<file path="src/rtl/apb_pkg.sv">
// ============================================================================
// Module   : apb_pkg
// Purpose  : Shared types, constants and helpers for the APB register-file
//            completer and its register bank.
// Revision : 1.0 - initial release
// ============================================================================
`default_nettype none

package apb_pkg;

    // Bus data width and number of byte lanes
    localparam int DATA_W = 32;
    localparam int STRB_W = 4;

    // Completer transfer state
    typedef enum logic [0:0] {
        IDLE   = 1'b0,
        ACCESS = 1'b1
    } apb_state_t;

    // True when addr is word aligned and lands inside the register window.
    // The address is taken zero-extended to 64 bits so one helper serves any
    // PADDR width up to 64.
    function automatic logic addr_valid(input logic [63:0] addr, input int unsigned num_regs);
        logic [63:0] w_limit;
        w_limit = 64'(num_regs) << 2;
        return (addr[1:0] == 2'b00) && (addr < w_limit);
    endfunction

endpackage

`default_nettype wire

</file>
<file path="src/rtl/apb_reg_bank.sv">
// ============================================================================
// Module   : apb_reg_bank
// Purpose  : Array of 32-bit registers with asynchronous reset, a single
//            byte-strobed write port and a combinational read port.
// Revision : 1.0 - initial release
// ============================================================================
`default_nettype none

module apb_reg_bank
    import apb_pkg::*;
#(
    parameter int          NUM_REGS  = 4,
    parameter int          IDX_W     = 2,
    parameter logic [31:0] RESET_VAL = 32'h0
) (
    input  logic              clk,
    input  logic              rst_n,
    input  logic              i_we,
    input  logic [IDX_W-1:0]  i_wr_idx,
    input  logic [DATA_W-1:0] i_wdata,
    input  logic [STRB_W-1:0] i_wstrb,
    input  logic [IDX_W-1:0]  i_rd_idx,
    output logic [DATA_W-1:0] o_rdata
);

    localparam logic [IDX_W:0] c_NUM_REGS = (IDX_W + 1)'(NUM_REGS);

    logic [DATA_W-1:0] r_regs [NUM_REGS];
    logic              w_rd_in_range;

    // Register array: reset to RESET_VAL, update only the strobed byte lanes
    always_ff @(posedge clk or negedge rst_n) begin
        if (!rst_n) begin
            for (int r = 0; r < NUM_REGS; r++) begin
                r_regs[r] <= RESET_VAL;
            end
        end else if (i_we) begin
            for (int r = 0; r < NUM_REGS; r++) begin
                if (i_wr_idx == IDX_W'(r)) begin
                    for (int l = 0; l < STRB_W; l++) begin
                        if (i_wstrb[l]) begin
                            r_regs[r][8*l +: 8] <= i_wdata[8*l +: 8];
                        end
                    end
                end
            end
        end
    end

    // Read port: an index beyond the array (non power-of-two sizes) reads 0
    always_comb begin
        w_rd_in_range = ({1'b0, i_rd_idx} < c_NUM_REGS);
        o_rdata       = '0;
        if (w_rd_in_range) begin
            o_rdata = r_regs[i_rd_idx];
        end
    end

endmodule

`default_nettype wire

</file>
<file path="src/rtl/apb_regfile_completer.sv">
// ============================================================================
// Module   : apb_regfile_completer
// Purpose  : APB3/APB4 completer exposing NUM_REGS 32-bit registers with
//            programmable wait states and PSLVERR on misaligned or
//            out-of-range addresses.
// Options  : APB_PSTRB_EN - adds the PSTRB port and byte-lane write masking;
//            without it every write updates all four bytes.
// Revision : 1.0 - initial release
// ============================================================================
`default_nettype none

module apb_regfile_completer
    import apb_pkg::*;
#(
    parameter int          NUM_REGS    = 4,
    parameter int          ADDR_W      = 32,
    parameter int          WAIT_STATES = 0,
    parameter logic [31:0] RESET_VAL   = 32'h0
) (
    input  logic              PCLK,
    input  logic              PRESETn,
    input  logic              PSEL,
    input  logic              PENABLE,
    input  logic              PWRITE,
    input  logic [ADDR_W-1:0] PADDR,
    input  logic [DATA_W-1:0] PWDATA,
`ifdef APB_PSTRB_EN
    input  logic [STRB_W-1:0] PSTRB,
`endif
    output logic [DATA_W-1:0] PRDATA,
    output logic              PREADY,
    output logic              PSLVERR
);

    localparam int         IDX_W       = (NUM_REGS > 1) ? $clog2(NUM_REGS) : 1;
    localparam logic [3:0] c_WAIT_LOAD = 4'(WAIT_STATES);

    apb_state_t          r_state;
    apb_state_t          w_next_state;
    logic [3:0]          r_count;
    logic [IDX_W-1:0]    r_idx;
    logic                r_write;
    logic [DATA_W-1:0]   r_wdata;
    logic                r_err;
    logic [STRB_W-1:0]   w_wstrb;
    logic                w_setup;
    logic                w_addr_ok;
    logic                w_we;
    logic [DATA_W-1:0]   w_rd_data;

    // A SETUP cycle is only recognised from IDLE; PENABLE high there is a
    // protocol violation and is ignored.
    assign w_setup   = (r_state == IDLE) && PSEL && !PENABLE;
    assign w_addr_ok = addr_valid(64'(PADDR), NUM_REGS);

`ifdef APB_PSTRB_EN
    logic [STRB_W-1:0] r_strb;

    // Byte-lane strobes captured with the rest of the SETUP information
    always_ff @(posedge PCLK or negedge PRESETn) begin
        if (!PRESETn) begin
            r_strb <= '0;
        end else if (w_setup) begin
            r_strb <= PSTRB;
        end
    end

    assign w_wstrb = r_strb;
`else
    assign w_wstrb = '1;
`endif

    // State register
    always_ff @(posedge PCLK or negedge PRESETn) begin
        if (!PRESETn) begin
            r_state <= IDLE;
        end else begin
            r_state <= w_next_state;
        end
    end

    // Next state: dropping PSEL in ACCESS aborts, counter at zero completes
    always_comb begin
        w_next_state = r_state;
        case (r_state)
            IDLE: begin
                if (PSEL && !PENABLE) begin
                    w_next_state = ACCESS;
                end
            end
            ACCESS: begin
                if (!PSEL || (r_count == 4'd0)) begin
                    w_next_state = IDLE;
                end
            end
            default: w_next_state = IDLE;
        endcase
    end

    // Outputs and write strobe, all decoded from registered state
    always_comb begin
        PREADY  = 1'b0;
        PSLVERR = 1'b0;
        PRDATA  = '0;
        w_we    = 1'b0;
        if ((r_state == ACCESS) && (r_count == 4'd0)) begin
            PREADY  = 1'b1;
            PSLVERR = r_err;
            if (!r_write && !r_err) begin
                PRDATA = w_rd_data;
            end
            w_we = PSEL && r_write && !r_err;
        end
    end

    // Transfer context captured at SETUP; wait counter runs down in ACCESS
    always_ff @(posedge PCLK or negedge PRESETn) begin
        if (!PRESETn) begin
            r_count <= 4'd0;
            r_idx   <= '0;
            r_write <= 1'b0;
            r_wdata <= '0;
            r_err   <= 1'b0;
        end else if (w_setup) begin
            r_count <= c_WAIT_LOAD;
            r_idx   <= PADDR[IDX_W+1:2];
            r_write <= PWRITE;
            r_wdata <= PWDATA;
            r_err   <= !w_addr_ok;
        end else if ((r_state == ACCESS) && (r_count != 4'd0)) begin
            r_count <= r_count - 4'd1;
        end
    end

    apb_reg_bank #(
        .NUM_REGS  (NUM_REGS),
        .IDX_W     (IDX_W),
        .RESET_VAL (RESET_VAL)
    ) u_reg_bank (
        .clk      (PCLK),
        .rst_n    (PRESETn),
        .i_we     (w_we),
        .i_wr_idx (r_idx),
        .i_wdata  (r_wdata),
        .i_wstrb  (w_wstrb),
        .i_rd_idx (r_idx),
        .o_rdata  (w_rd_data)
    );

endmodule

`default_nettype wire

</file>
<file path="config.mk">
export PLATFORM = sky130hd
export DESIGN_NAME = apb_regfile_completer
export DESIGN_NICKNAME = d
export VERILOG_FILES = /design/src/rtl/apb_pkg.sv /design/src/rtl/apb_reg_bank.sv /design/src/rtl/apb_regfile_completer.sv
export SDC_FILE = /design/constraint.sdc
export NUM_CORES = 1
export LEC_CHECK = 0
export ABC_CLOCK_PERIOD_IN_PS = 4400
export CORE_ASPECT_RATIO = 1.5
export CORE_MARGIN = 5
export CORE_UTILIZATION = 59
export DETAILED_ROUTE_END_ITERATION = 10
export GPL_ROUTABILITY_DRIVEN = 0
export PLACE_DENSITY = 0.83
export SLEW_MARGIN = 20
export SYNTH_ARGS = -nofsm -noshare
export SYNTH_HDL_FRONTEND = slang
export SYNTH_SLANG_ARGS = --single-unit
</file>
<file path="constraint.sdc">
create_clock -name PCLK -period 4.4 [get_ports PCLK]
set_clock_uncertainty 0.1 [all_clocks]
set_input_delay 1.1 -clock PCLK [delete_from_list [all_inputs] [get_ports PCLK]]
set_output_delay 1.1 -clock PCLK [all_outputs]
set_load 0.005 [all_outputs]
</file>
==> results.py, run 1 <==
metrics = {
    "final_layout": {
        "drive_above_1_share": 0.412,
        "final_nets": 646,
        "antenna_cells": 0,
        "stdcell_area_sq_um": 9380,
        "area_growth_pct": 21.8,
    },
    "power": {
        "p_clk_frac": 0.391,
        "internal-power_mw": 2.69,
        "vdd_drop_max_v": 0.000304,
        "power.switching_uw": 934,
        "combPwrFrac": 0.109,
        "pwr-share-seq": 0.499,
        "powerDensity_nw_per_um2": 386,
        "p_sw_frac": 0.258,
        "p_leak_nw": 4.28,
    },
    "clock_tree": {
        "numCtsBuffers": 17,
        "post_cts_buffers": 0,
        "ctsHoldBuffers": 0,
        "clkSlewWorstSetupHoldPaths_ps": 60,
        "tritoncts": "done",
        "cts_max_path_buffers": 2,
        "h-tree-depth": 4,
        "cts_root_buffer": "clkbuf_16",
        "clk_latency_ps": 420,
        "clock_sinks": 169,
        "cts_resized": 0,
    },
    "synthesis": {
        "synth_edf_count": 0,
        "synth_area_leaders": "dfrtp_1 (55%), mux2_2 (18%), mux4_2 (9.4%)",
        "synthCells": 472,
        "ys_types": 37,
        "ys_ff_latch": 169,
        "syn_area_sq_um": 7700,
        "synth_ff_type": "dfrtp_1",
        "ys_warn_count": 0,
        "synth.avg_cell_area_sq_um": 16.3,
        "yosysMostFrequentCell": "dfrtp_1",
        "yosysSeqAreaShare": 0.549,
        "syn_nets": 543,
        "synthArstFlopShare": 1.00,
        "yosysTopAreaCellShare": 0.549,
        "synth_common_cells": "dfrtp_1 (169), mux2_2 (124), mux4_2 (32)",
        "synth_area_leader_cell": "dfrtp_1",
    },
    "routing": {
        "drt_iter0_drc": 155,
        "postRouteAntennaNets": 0,
        "wl_per_cell_um": 20.9,
        "drcViolationCount": 0,
        "dr_total_vias": 4321,
        "dr.pass1.iters": 4,
        "routed_wl_um": 15600,
        "routed_via_density": 5.78,
    },
    "place": {
        "portBuffers": 102,
        "preCtsSetupSlack_ps": 871,
        "dpl_cell_area_sq_um": 8820,
        "dp_hpwl_um": 9970,
    },
    "timing": {
        "finalCritPeriodShare": 0.895,
        "max_freq_mhz": 254,
        "setup_slack_ps": 463,
        "slew_violations": 0,
        "setup-tns-final_ps": 0,
        "timing.final.crit_period_ps": 3940,
        "rsz0062_at_grt": "no",
        "setup_viol": 0,
        "tightest_slew_ps": 983,
        "relSlewSlack": 0.345,
        "hold_viol": 0,
    },
    "global_route": {
        "use_met2": 0.383,
        "grt-busiest-layer": "met2",
        "overflow": 0,
        "grt_util_met1": 0.266,
        "grt_max_degree": 107,
        "grtUsageTotal": 0.218,
        "grt_util_met3": 0.0462,
        "grt_pass1_vias": 4977,
        "antenna_found_initial": 0,
        "grt_first_pass_wirelength_um": 25600,
    },
    "critical_path": {
        "crit_type": "flop to output port",
        "critPathBufInv": 2,
        "rr_endpoint": "u_reg_bank.r_regs[49]$_DFFE_PN0P_",
        "worstSetupEndpointType": "output port",
        "r2r_start": "r_idx[0]$_DFFE_PN0P_",
        "worstPathCellList": "inv_1, ha_1, nand4bb_4, or3_4, nor2b_1, clkdlybuf4s50_1",
        "worstPathRequired_ps": 3200,
        "critPathMaxStageDelay_ps": 570,
        "start_kind": "flop",
        "path_max_fanout": 32,
        "worst_ep_arrival_time_ps": 2740,
        "path_delay_family": "simple AND/OR/NAND/NOR gates",
        "r2r_slack_ps": 1630,
        "startpoint": "r_count[0]$_DFFE_PN0P_",
        "crit_slowest_cell": "or3_4",
        "rr_worst_depth": 5,
    },
    "hold_path": {
        "hold_class": "flop to flop",
        "worst_hold_path.endpoint": "u_reg_bank.r_regs[92]$_DFFE_PN0P_",
        "min_from": "u_reg_bank.r_regs[92]$_DFFE_PN0P_",
        "holdPathStages": 1,
    },
    "floorplanning": {
        "die_h_um": 150,
        "die_area_sq_um": 15500,
        "core_region_area_sq_um": 12900,
        "initial_core_util": 0.598,
        "row_count": 51,
        "die_x_um": 103,
        "boundaryPins": 103,
    },
    "run_status": {
        "outcome": "complete, no violations",
    },
    "job": {
        "max-cap-violations": 0,
    },
}
==> cell type report <==
| cell class | count | area, sq um |
|---|---|---|
| Fill cell | 836 | 3510 |
| Tap cell | 159 | 199 |
| Clock buffer | 19 | 443 |
| Inverter | 6 | 22.5 |
| Timing Repair Buffer | 114 | 1150 |
| Multi-Input combinational cell | 267 | 3220 |
| Sequential cell | 169 | 4230 |
| Clock inverter | 13 | 119 |
==> through the flow <==
stage | cells | power [mW] | utilization | hold WS (ps)
floorplan | 472 | 2.04 | - | 343
global placement | 715 | 2.20 | 0.684 | 357
detailed placement | 715 | 2.23 | 0.684 | 374
CTS | 747 | 3.65 | 0.728 | 391
global route | 747 | 3.77 | 0.728 | 409
finish | 747 | 3.62 | 0.728 | 387
==> power groups by stage <==
stage | Combinational, mW | Sequential [mW] | Clock, mW
finish | 0.396 | 1.81 | 1.42
floorplan | 0.300 | 1.74 | 0
detailed placement | 0.398 | 1.84 | 0
global placement | 0.379 | 1.82 | 0
CTS | 0.402 | 1.81 | 1.44
global route | 0.432 | 1.83 | 1.51
==> per-layer routing <==
metal / wire length [um] / up-vias
li1: - / 1938
met1: 6240 / 2292
met2: 8660 / 80
met3: 540 / 11
met4: 147 / 0
met5: 0 / -
==> how the worst max path moves through the flow <==
stage,end,slack (ps),depth (start not counted)
3_5_place_dp,PRDATA[18],870,4
2_1_floorplan,PRDATA[12],1610,6
3_3_place_gp,PRDATA[19],870,4
4_1_cts,PRDATA[18],410,4
5_1_grt,PRDATA[20],280,4
6_report,PRDATA[11],460,6
==> registers in the layout, indices dropped and copies added (netlist names) <==
name               flops
u_reg_bank.r_regs    128
r_err                  1
r_write                1
r_wdata               32
r_idx                  2
r_state                1
r_count                4
==> worst reg2reg max path, cell delays in order (launching register included) <==
cell	delay [ps]
dfrtp_2	680
buf_4	320
and4bb_4	310
nand3_2	490
buf_4	450
mux2_2	290
==> cell families after synthesis <==
kind of cell	synth area share
mux	0.345
flops	0.549
simple gates	0.0598
buf+inv	0.0344
compound gates	0.00861
fa+ha+maj	0.00325
==> cell usage in the layout, fill, tap and decap left out, types with 2 or more instances in the layout <==
master           netlist  layout
mux2_4                30      30
mux4_2                32      32
mux2_1                 8       8
clkbuf_16              0      17
nor4_1                 7       7
ha_1                   2       2
nor2b_1               23      23
clkinv_4               0       3
nor3_4                 2       2
mux2_2               124     124
buf_12                 3       3
dfrtp_2                0       2
clkdlybuf4s50_1        0     101
inv_1                  5       5
and4_1                 2       2
inv_6                  0       4
and2b_1               10      10
nor2_1                 2       2
dfrtp_1              169     167
buf_4                  5       9
nand2_1                2       2
o21bai_1               2       2
clkinv_2               0       4
a21oi_1                3       3
a211oi_1               2       2
nand4b_1               2       2
o21ai_0                3       3
Power figures use the tool's default switching activity.
==> run 2, diff against run 1 <==
--- a/config.mk
+++ b/config.mk
@@ -6,12 +6,13 @@
 export NUM_CORES = 1
 export LEC_CHECK = 0
 export ABC_CLOCK_PERIOD_IN_PS = 4400
+export CAP_MARGIN = 20
 export CORE_ASPECT_RATIO = 1.5
 export CORE_MARGIN = 5
 export CORE_UTILIZATION = 59
 export DETAILED_ROUTE_END_ITERATION = 10
 export GPL_ROUTABILITY_DRIVEN = 0
-export PLACE_DENSITY = 0.83
+export PLACE_DENSITY_LB_ADDON = 0.15
 export SLEW_MARGIN = 20
 export SYNTH_ARGS = -nofsm -noshare
 export SYNTH_HDL_FRONTEND = slang
==> run 2 against run 1 <==
Register-to-register slack worse by 100 ps; sequential cell count unchanged; utilization is essentially flat; worst hold slack worse by 18 ps; power increased by 0.81%; clock-buffer cell count is 2 lower; via count up 0.60%; cell area about the same; non-clock buffer count shrank 3; largest power group unchanged; highest routed layer unchanged.
==> results.py, run 2 (synthesis gave the netlist of run 1 again) <==
metrics = {
    "critical_path": {
        "crit_slowest_cell": "dfrtp_2",
        "worst_ep_arrival_time_ps": 2740,
        "crit_type": "flop to output port",
        "critPathMaxStageDelay_ps": 830,
        "worstPathCellList": "buf_4, mux4_2, and2b_1, clkdlybuf4s50_1",
        "critPathBufInv": 2,
        "path_delay_family": "flip-flops",
        "start_kind": "flop",
        "worstSetupEndpointType": "output port",
        "path_max_fanout": 21,
        "worstPathRequired_ps": 3200,
    },
    "clock_tree": {
        "h-tree-depth": 4,
        "clkSlewWorstSetupHoldPaths_ps": 60,
        "cts_resized": 0,
        "ctsHoldBuffers": 0,
        "cts_max_path_buffers": 2,
        "numCtsBuffers": 17,
        "cts_root_buffer": "clkbuf_16",
        "tritoncts": "done",
        "clock_sinks": 169,
        "clk_latency_ps": 420,
        "post_cts_buffers": 0,
    },
    "final_layout": {
        "utilization": 0.728,
        "antenna_cells": 0,
        "regMostFlops": "u_reg_bank.r_regs",
        "largest_register_ffs": 128,
        "final_cells": 744,
        "top_regs": "u_reg_bank.r_regs: 128 flops, r_wdata: 32 flops, r_count: 4 flops",
        "final_cell_mix": "dfrtp_1 (167), mux2_2 (124), clkdlybuf4s50_1 (101)",
        "final_nets": 643,
        "n_fill_cell": 842,
        "drive_above_1_share": 0.410,
        "area_growth_pct": 21.7,
        "final_common_cell": "dfrtp_1",
    },
    "global_route": {
        "grt_pass1_vias": 5036,
        "grt_util_met1": 0.281,
        "use_met2": 0.374,
        "grtUsageTotal": 0.223,
        "grt-busiest-layer": "met2",
        "antenna_found_initial": 0,
        "grt_max_degree": 103,
        "grt_first_pass_wirelength_um": 26100,
        "grt_util_met3": 0.0494,
        "overflow": 0,
    },
    "timing": {
        "max_freq_mhz": 254,
        "setup_slack_ps": 464,
        "slew_violations": 0,
        "timing.final.crit_period_ps": 3940,
        "tightest_slew_ps": 973,
        "relSlewSlack": 0.352,
        "finalCritPeriodShare": 0.895,
        "setup-tns-final_ps": 0,
        "hold_viol": 0,
        "rsz0062_at_grt": "no",
        "setup_viol": 0,
    },
    "routing": {
        "drcViolationCount": 0,
        "dr.pass1.iters": 4,
        "drt_iter0_drc": 107,
        "routed_wl_um": 15700,
        "dr_total_vias": 4347,
        "routed_via_density": 5.84,
        "postRouteAntennaNets": 0,
        "wl_per_cell_um": 21.1,
    },
    "floorplanning": {
        "die_x_um": 103,
        "die_h_um": 150,
        "row_count": 51,
        "initial_core_util": 0.598,
        "boundaryPins": 103,
        "die_area_sq_um": 15500,
        "core_region_area_sq_um": 12900,
    },
    "place": {
        "dp_hpwl_um": 9860,
        "placed_cells": 712,
        "preCtsSetupSlack_ps": 852,
        "portBuffers": 102,
    },
    "power": {
        "p_leak_nw": 4.27,
        "power.total_mw": 3.65,
        "powerDensity_nw_per_um2": 389,
        "vdd_drop_max_v": 0.000250,
    },
    "hold_path": {
        "hold_class": "flop to flop",
    },
    "run_status": {
        "outcome": "complete, no violations",
    },
    "job": {
        "max-cap-violations": 0,
    },
}
-- run 2: area by class of cell --
| type | count | area [sq um] | share of cell area |
|---|---|---|---|
| clock inverter | 15 | 156 | 0.0167 |
| tap | 159 | 199 | 0.0212 |
| multi-input combinational | 267 | 3220 | 0.343 |
| timing repair buffer | 111 | 1130 | 0.120 |
| clock buffer | 17 | 425 | 0.0454 |
| inverter | 6 | 22.5 | 0.00240 |
| sequential | 169 | 4230 | 0.451 |
-- run 2: where the power goes --
part	switching [mW]	internal (mW)	total, mW	leakage, nW
sequential	0.158	1.65	1.81	2.27
clock	0.656	0.802	1.46	0.281
combinational	0.152	0.237	0.389	1.72
-- run 2: worst reg2reg max path, cell delays in order (launching register included) --
cell and delay, ps:
dfrtp_2 1010, nand3_2 870, buf_4 490, mux2_2 290
-- run 2: worst paths after layout --
check	startpoint	endpoint	cells past startpoint	slack, ps
worst max-delay path	r_idx[0]$_DFFE_PN0P_	PRDATA[26]	4	460
worst max register to register	r_idx[1]$_DFFE_PN0P_	u_reg_bank.r_regs[60]$_DFFE_PN0P_	3	1530
min in group asynchronous	PRESETn	u_reg_bank.r_regs[111]$_DFFE_PN0P_	1	680
worst min-delay path	r_count[0]$_DFFE_PN0P_	r_count[0]$_DFFE_PN0P_	1	370
worst min register to register	r_count[0]$_DFFE_PN0P_	r_count[0]$_DFFE_PN0P_	1	370
max in group asynchronous	PRESETn	r_wdata[21]$_DFFE_PN0P_	2	2620
-- run 2: metrics by stage --
stage | instance area, sq um | hold slack (ps)
after CTS | 9380 | 377
after global placement | 8800 | 361
after global routing | 9380 | 406
after detailed placement | 8800 | 368
after floorplan | 7700 | 343
final | 9380 | 369
-- run 2: layer usage --
metal	routed length, um	up-vias
li1	-	1934
met1	6350	2277
met2	8410	110
met3	609	26
met4	300	0
met5	0	-
==> run 3, diff against run 2 <==
--- a/config.mk
+++ b/config.mk
@@ -5,13 +5,15 @@
 export SDC_FILE = /design/constraint.sdc
 export NUM_CORES = 1
 export LEC_CHECK = 0
+export ABC_AREA = 1
 export ABC_CLOCK_PERIOD_IN_PS = 4400
 export CAP_MARGIN = 20
-export CORE_ASPECT_RATIO = 1.5
+export CORE_ASPECT_RATIO = 1.75
 export CORE_MARGIN = 5
-export CORE_UTILIZATION = 59
+export CORE_UTILIZATION = 60
 export DETAILED_ROUTE_END_ITERATION = 10
 export GPL_ROUTABILITY_DRIVEN = 0
+export HOLD_SLACK_MARGIN = 0.15
 export PLACE_DENSITY_LB_ADDON = 0.15
 export SLEW_MARGIN = 20
 export SYNTH_ARGS = -nofsm -noshare
==> run 3 against run 2 <==
Worst hold slack improved by 1.2 ps; register-to-register slack improved by 500 ps; cell count rose by 73%; critical endpoint is now PRDATA[6].
==> results.py, run 3 <==
metrics = {
    "run_status": {
        "outcome": "complete, no violations",
    },
    "critical_path": {
        "start_kind": "flop",
        "worstSetupEndpointType": "output port",
        "critPathMaxStageDelay_ps": 550,
        "path_max_fanout": 32,
        "worstPathRequired_ps": 3200,
        "worstPathCellList": "inv_1, ha_1, nand4_2, inv_1, nand2_1, buf_4, a31oi_1, clkdlybuf4s50_1",
        "crit_top_cell": "inv_1",
        "crit_slowest_cell": "clkdlybuf4s50_1",
        "crit_type": "flop to output port",
        "worst_ep_arrival_time_ps": 2560,
    },
    "final_layout": {
        "top_regs": "u_reg_bank.r_regs: 128 flops, r_wdata: 32 flops, r_count: 4 flops",
        "area_growth_pct": 21.5,
        "antenna_cells": 0,
        "final_common_cell": "nand2_1",
        "regMostFlops": "u_reg_bank.r_regs",
        "final_nets": 1171,
        "drive_above_1_share": 0.0557,
        "largest_register_ffs": 128,
        "final_cell_mix": "nand2_1 (571), dfrtp_1 (169), nand3_1 (133)",
    },
    "timing": {
        "slew_violations": 0,
        "setup_slack_ps": 638,
        "tightest_slew_ps": 960,
        "setup-tns-final_ps": 0,
        "whs_ps": 370,
        "timing.final.crit_period_ps": 3760,
        "rsz0062_at_grt": "no",
        "setup_viol": 0,
        "max_freq_mhz": 266,
        "finalCritPeriodShare": 0.855,
        "relSlewSlack": 0.360,
        "hold_viol": 0,
    },
    "floorplanning": {
        "boundaryPins": 103,
        "die_h_um": 161,
        "die_x_um": 96.4,
        "core_region_area_sq_um": 12900,
        "initial_core_util": 0.610,
        "die_area_sq_um": 15500,
        "row_count": 55,
    },
    "synthesis": {
        "syn_nets": 1097,
        "synth_ff_type": "dfrtp_1",
        "yosysSeqAreaShare": 0.539,
        "yosysMostFrequentCell": "nand2_1",
        "ys_ff_latch": 169,
        "synth_area_leader_cell": "dfrtp_1",
        "synthCells": 1026,
        "ys_types": 19,
        "synth_area_leaders": "dfrtp_1 (54%), nand2_1 (27%), nand3_1 (8.5%)",
        "synthArstFlopShare": 1.00,
        "syn_area_sq_um": 7840,
        "synth.avg_cell_area_sq_um": 7.65,
        "yosysTopAreaCellShare": 0.539,
        "ys_warn_count": 0,
        "synth_edf_count": 0,
        "synth_common_cells": "nand2_1 (571), dfrtp_1 (169), nand3_1 (133)",
    },
    "power": {
        "p_sw_frac": 0.298,
        "p_leak_nw": 4.90,
        "combPwrFrac": 0.136,
        "internal-power_mw": 2.62,
        "vdd_drop_max_v": 0.000264,
        "pwr-share-seq": 0.465,
        "power.switching_mw": 1.11,
        "powerDensity_nw_per_um2": 392,
        "p_clk_frac": 0.399,
    },
    "routing": {
        "drcViolationCount": 0,
        "wl_per_cell_um": 16.0,
        "routed_wl_um": 20600,
        "dr_total_vias": 7103,
        "postRouteAntennaNets": 0,
        "drt_iter0_drc": 592,
        "dr.pass1.iters": 7,
        "routed_via_density": 5.53,
    },
    "clock_tree": {
        "ctsHoldBuffers": 0,
        "clock_sinks": 169,
        "h-tree-depth": 4,
        "cts_resized": 0,
        "post_cts_buffers": 0,
        "tritoncts": "done",
        "clkSlewWorstSetupHoldPaths_ps": 70,
        "clk_latency_ps": 420,
        "numCtsBuffers": 17,
        "cts_root_buffer": "clkbuf_16",
        "cts_max_path_buffers": 2,
    },
    "global_route": {
        "antenna_found_initial": 0,
        "grtUsageTotal": 0.280,
        "grt_first_pass_wirelength_um": 34000,
        "grt_pass1_vias": 6969,
        "overflow": 0,
        "grt_max_degree": 103,
    },
    "hold_path": {
        "hold_class": "flop to flop",
    },
    "place": {
        "preCtsSetupSlack_ps": 1130,
        "dp_hpwl_um": 12500,
        "portBuffers": 102,
    },
    "job": {
        "max-cap-violations": 0,
    },
}
run 3: final timing paths:
path / end / slack (ps) / startpoint / cells after the start
hold reg to reg: u_reg_bank.r_regs[22]$_DFFE_PN0P_ / 370 / u_reg_bank.r_regs[22]$_DFFE_PN0P_ / 2
setup reg to reg: u_reg_bank.r_regs[92]$_DFFE_PN0P_ / 2030 / r_count[0]$_DFFE_PN0P_ / 8
max in group asynchronous: u_reg_bank.r_regs[98]$_DFFE_PN0P_ / 2740 / PRESETn / 2
setup / recovery: PRDATA[6] / 640 / r_count[0]$_DFFE_PN0P_ / 8
hold / removal: u_reg_bank.r_regs[22]$_DFFE_PN0P_ / 370 / u_reg_bank.r_regs[22]$_DFFE_PN0P_ / 2
min in group asynchronous: u_reg_bank.r_regs[79]$_DFFE_PN0P_ / 650 / PRESETn / 1
run 3: per-layer routing:
| metal | vias to the layer above | track usage | routed length (um) | part of all wire |
|---|---|---|---|---|
| met5 | - | 0 | 0 | 0 |
| met4 | 0 | 0.112 | 746 | 0.036 |
| met3 | 54 | 0.0536 | 1520 | 0.074 |
| met2 | 334 | 0.480 | 10600 | 0.51 |
| met1 | 3327 | 0.341 | 7730 | 0.38 |
| li1 | 3388 | - | - | - |
run 3: metrics by stage:
step	util	total power, mW	instance area, sq um	instances
3_5_place_dp	0.694	2.27	8930	1252
4_1_cts	0.740	3.75	9530	1284
5_1_grt	0.740	3.87	9530	1284
3_3_place_gp	0.694	2.26	8930	1252
2_1_floorplan	-	2.02	7840	1026
6_report	0.740	3.73	9530	1284
run 3: critical path: cells and delay by family (launching register included):
| kind | cells | cell delay [ps] |
|---|---|---|
| buffers and inverters | 4 | 1030 |
| flip-flops | 1 | 400 |
| adder cells (fa/ha/maj) | 1 | 200 |
| AO/OA/AOI/OAI | 1 | 280 |
| AND/OR/NAND/NOR | 2 | 220 |
run 3: power by group through the flow:
stage,combinational (mW),clock (mW),sequential [mW]
floorplan,0.297,0,1.73
global placement,0.499,0,1.76
detailed placement,0.506,0,1.76
CTS,0.509,1.51,1.73
global route,0.562,1.57,1.74
finish,0.508,1.49,1.74
run 3: kinds of logic after synthesis:
logic type / after synthesis / synth area share
AOI/OAI and AO/OA: 38 / 0.0295
DFF: 169 / 0.539
buffers and inverters: 83 / 0.0523
adders and majority gates: 2 / 0.00319
and+or+nand+nor: 733 / 0.375
xor gates and xnor gates: 1 / 0.00112
run 3: area by class of cell:
cell class                      instances  area, sq um
Fill cell                            1020         3340
Sequential cell                       169         4230
Inverter                               16         60.1
Clock inverter                         14          153
Multi-Input combinational cell        774         3210
Tap cell                              171          214
Timing Repair Buffer                  122         1220
Clock buffer                           18          439
==> RTL change (flow settings as in run 2) <==
Build with the macro `APB_PSTRB_EN` defined.
--- a/src/rtl/apb_regfile_completer.sv
+++ b/src/rtl/apb_regfile_completer.sv
@@ -9,4 +9,6 @@
 // ============================================================================
 `default_nettype none
+
+`define APB_PSTRB_EN
 
 module apb_regfile_completer
Interface: changed (added PSTRB); port bits go from 103 to 107. The function was not compared with the original's and may differ.
==> RTL change against run 2 <==
Cell count up 3.6%. Count of clock-buffer cells in the layout did not move. Highest routed layer unchanged. Sequential share of layout area down 0.45 points. Design area rose by 3.4%. Synthesized cell count up 2.8%. Largest cell class unchanged. Power rose by 3.3%. Wire length up 4.6%. Critical path type unchanged. Worst setup slack better by 0.11 ns. Area after synthesis rose by 1.9%. Sequential cell count is 4 higher.
==> RTL change: results (changes against run 2) <==
[critical_path]
r2r-start = r_idx[1]$_DFFE_PN0P_
endpoint = PRDATA[7]
cp.arrival_ns = 2.63  ; -0.11 ns
critPathMaxStageDelay_ns = 0.74  ; -0.09 ns
path_max_fanout = 25  ; +19%
crit_start = r_idx[0]$_DFFE_PN0P_
timing.rr.end = u_reg_bank.r_regs[57]$_DFFE_PN0P_
reg2reg_setup_slack_ns = 1.86  ; +0.33 ns

[route]
drt_wl_total_mm = 16.4  ; +4.6%
drt_iter0_markers = 170  ; +59%
vias = 4525  ; +4.1%

[global_routing]
grt_pass1_vias = 5189  ; +3.0%
grt_pass1_wl_mm = 27.5  ; +5.5%
grt_max_degree = 106  ; +2.9%
globalRouteTotalUtil_pct = 22.3  ; +0.071 points
antenna_found_initial = 0  ; unchanged

[layout]
fin_nets = 675  ; +5.0%
drive_gt1_share_pct = 43.6  ; +2.6 points
reg.largest.list = u_reg_bank.r_regs x128, r_wdata x32

[outcome]
status = finished, final reports clean

[placed_design]
post-dp-hpwl_mm = 11.1  ; +13%
portBuffers = 106  ; +3.9%

[synthesis]
ys_seq_area_share_pct = 55.2  ; +0.28 points
synthTopCellsByCount = 173 x dfrtp_1, 167 x mux2_2, 32 x mux4_2, 32 x nor2b_1, 11 x nor3_4
synth.area.top_cells = dfrtp_1 55%, mux2_2 24%, mux4_2 9.2%, nor2b_1 2.6%, nor3_4 2.3%
ys_types = 33  ; -11%
synthesis.nets = 560  ; +3.1%

[power_and_ir_drop]
p_int_mw = 2.77  ; +3.1%
ir_drop_mv = 0.280  ; +12%
power.leakage_nw = 4.41  ; +3.2%

[cts]
cts_resized = 0  ; unchanged
cts_made_buffers = 17  ; unchanged

[timing]
worstMarginPinSlew_ns = 0.947  ; -0.0258 ns

==> RTL change: cell types whose count changed in the layout (fill, tap and decap cells not counted), sizes merged, moves of 2 or more <==
cell and change:
nor4 +4, dfrtp +4, nand2 +2, clkinv +2, clkdlybuf4s50 +4, mux2 +5
nor3 +10, and2b -10, nand2b +2, inv -4, and4 -2, nand4 +2
nor2b +9, nand4b +3
==> RTL change: through the flow <==
step	instance area (um^2)	instances	worst slack [ns]
after floorplan	7850	485	1.58
after global placement	9110	740	0.948
after detailed placement	9110	740	0.945
after CTS	9700	771	0.496
after global routing	9700	771	0.396
final	9700	771	0.569
==> RTL change: power groups by stage <==
stage	Clock (mW)	Sequential, mW	Combinational [mW]
6_report	1.48	1.84	0.453
5_1_grt	1.59	1.86	0.494
2_1_floorplan	0	1.78	0.326
4_1_cts	1.51	1.84	0.461
3_5_place_dp	0	1.86	0.460
3_3_place_gp	0	1.85	0.440
==> RTL change: critical path, delay by kind of cell (launching register included) <==
kind | cells | cell delay, ns
simple gates | 1 | 0.15
flops | 1 | 0.74
mux | 1 | 0.54
buf+inv | 2 | 0.77
==> RTL change: cell families after synthesis <==
| kind of cell | after synthesis | share of synthesized area, % |
|---|---|---|
| mux | 200 | 33.3 |
| flops | 173 | 55.2 |
| simple gates | 77 | 9.01 |
| buf+inv | 25 | 1.56 |
| compound gates | 8 | 0.654 |
| fa+ha+maj | 2 | 0.319 |
==> RTL change: worst min-delay path by stage <==
stage	endpoint	depth (start not counted)	startpoint	slack [ns]
after CTS	r_count[0]$_DFFE_PN0P_	1	r_count[0]$_DFFE_PN0P_	0.38
after global placement	r_count[0]$_DFFE_PN0P_	1	r_count[0]$_DFFE_PN0P_	0.36
after global routing	r_count[0]$_DFFE_PN0P_	1	r_count[0]$_DFFE_PN0P_	0.40
after detailed placement	r_count[0]$_DFFE_PN0P_	1	r_count[0]$_DFFE_PN0P_	0.37
final	r_count[0]$_DFFE_PN0P_	1	r_count[0]$_DFFE_PN0P_	0.39
after floorplan	r_count[0]$_DFFE_PN0P_	1	r_count[0]$_DFFE_PN0P_	0.34
==> RTL change: per-layer routing <==
layer  part of all wire (%)  global-route usage (%)  wire length, um  vias up
li1                       -                       -                -     2037
met1                     40                    27.1             6550     2410
met2                     56                    40.9             9260       68
met3                    2.7                    4.69              442       10
met4                   0.89                    5.38              146        0
met5                      0                       0                0        -
==> RTL change: final cells by class <==
class / instances / area [um^2]
Multi-Input combinational cell: 287 / 3410
Fill cell: 839 / 3320
Tap cell: 159 / 199
Clock buffer: 17 / 425
Clock inverter: 14 / 159
Inverter: 6 / 22.5
Sequential cell: 173 / 4330
Timing Repair Buffer: 115 / 1150
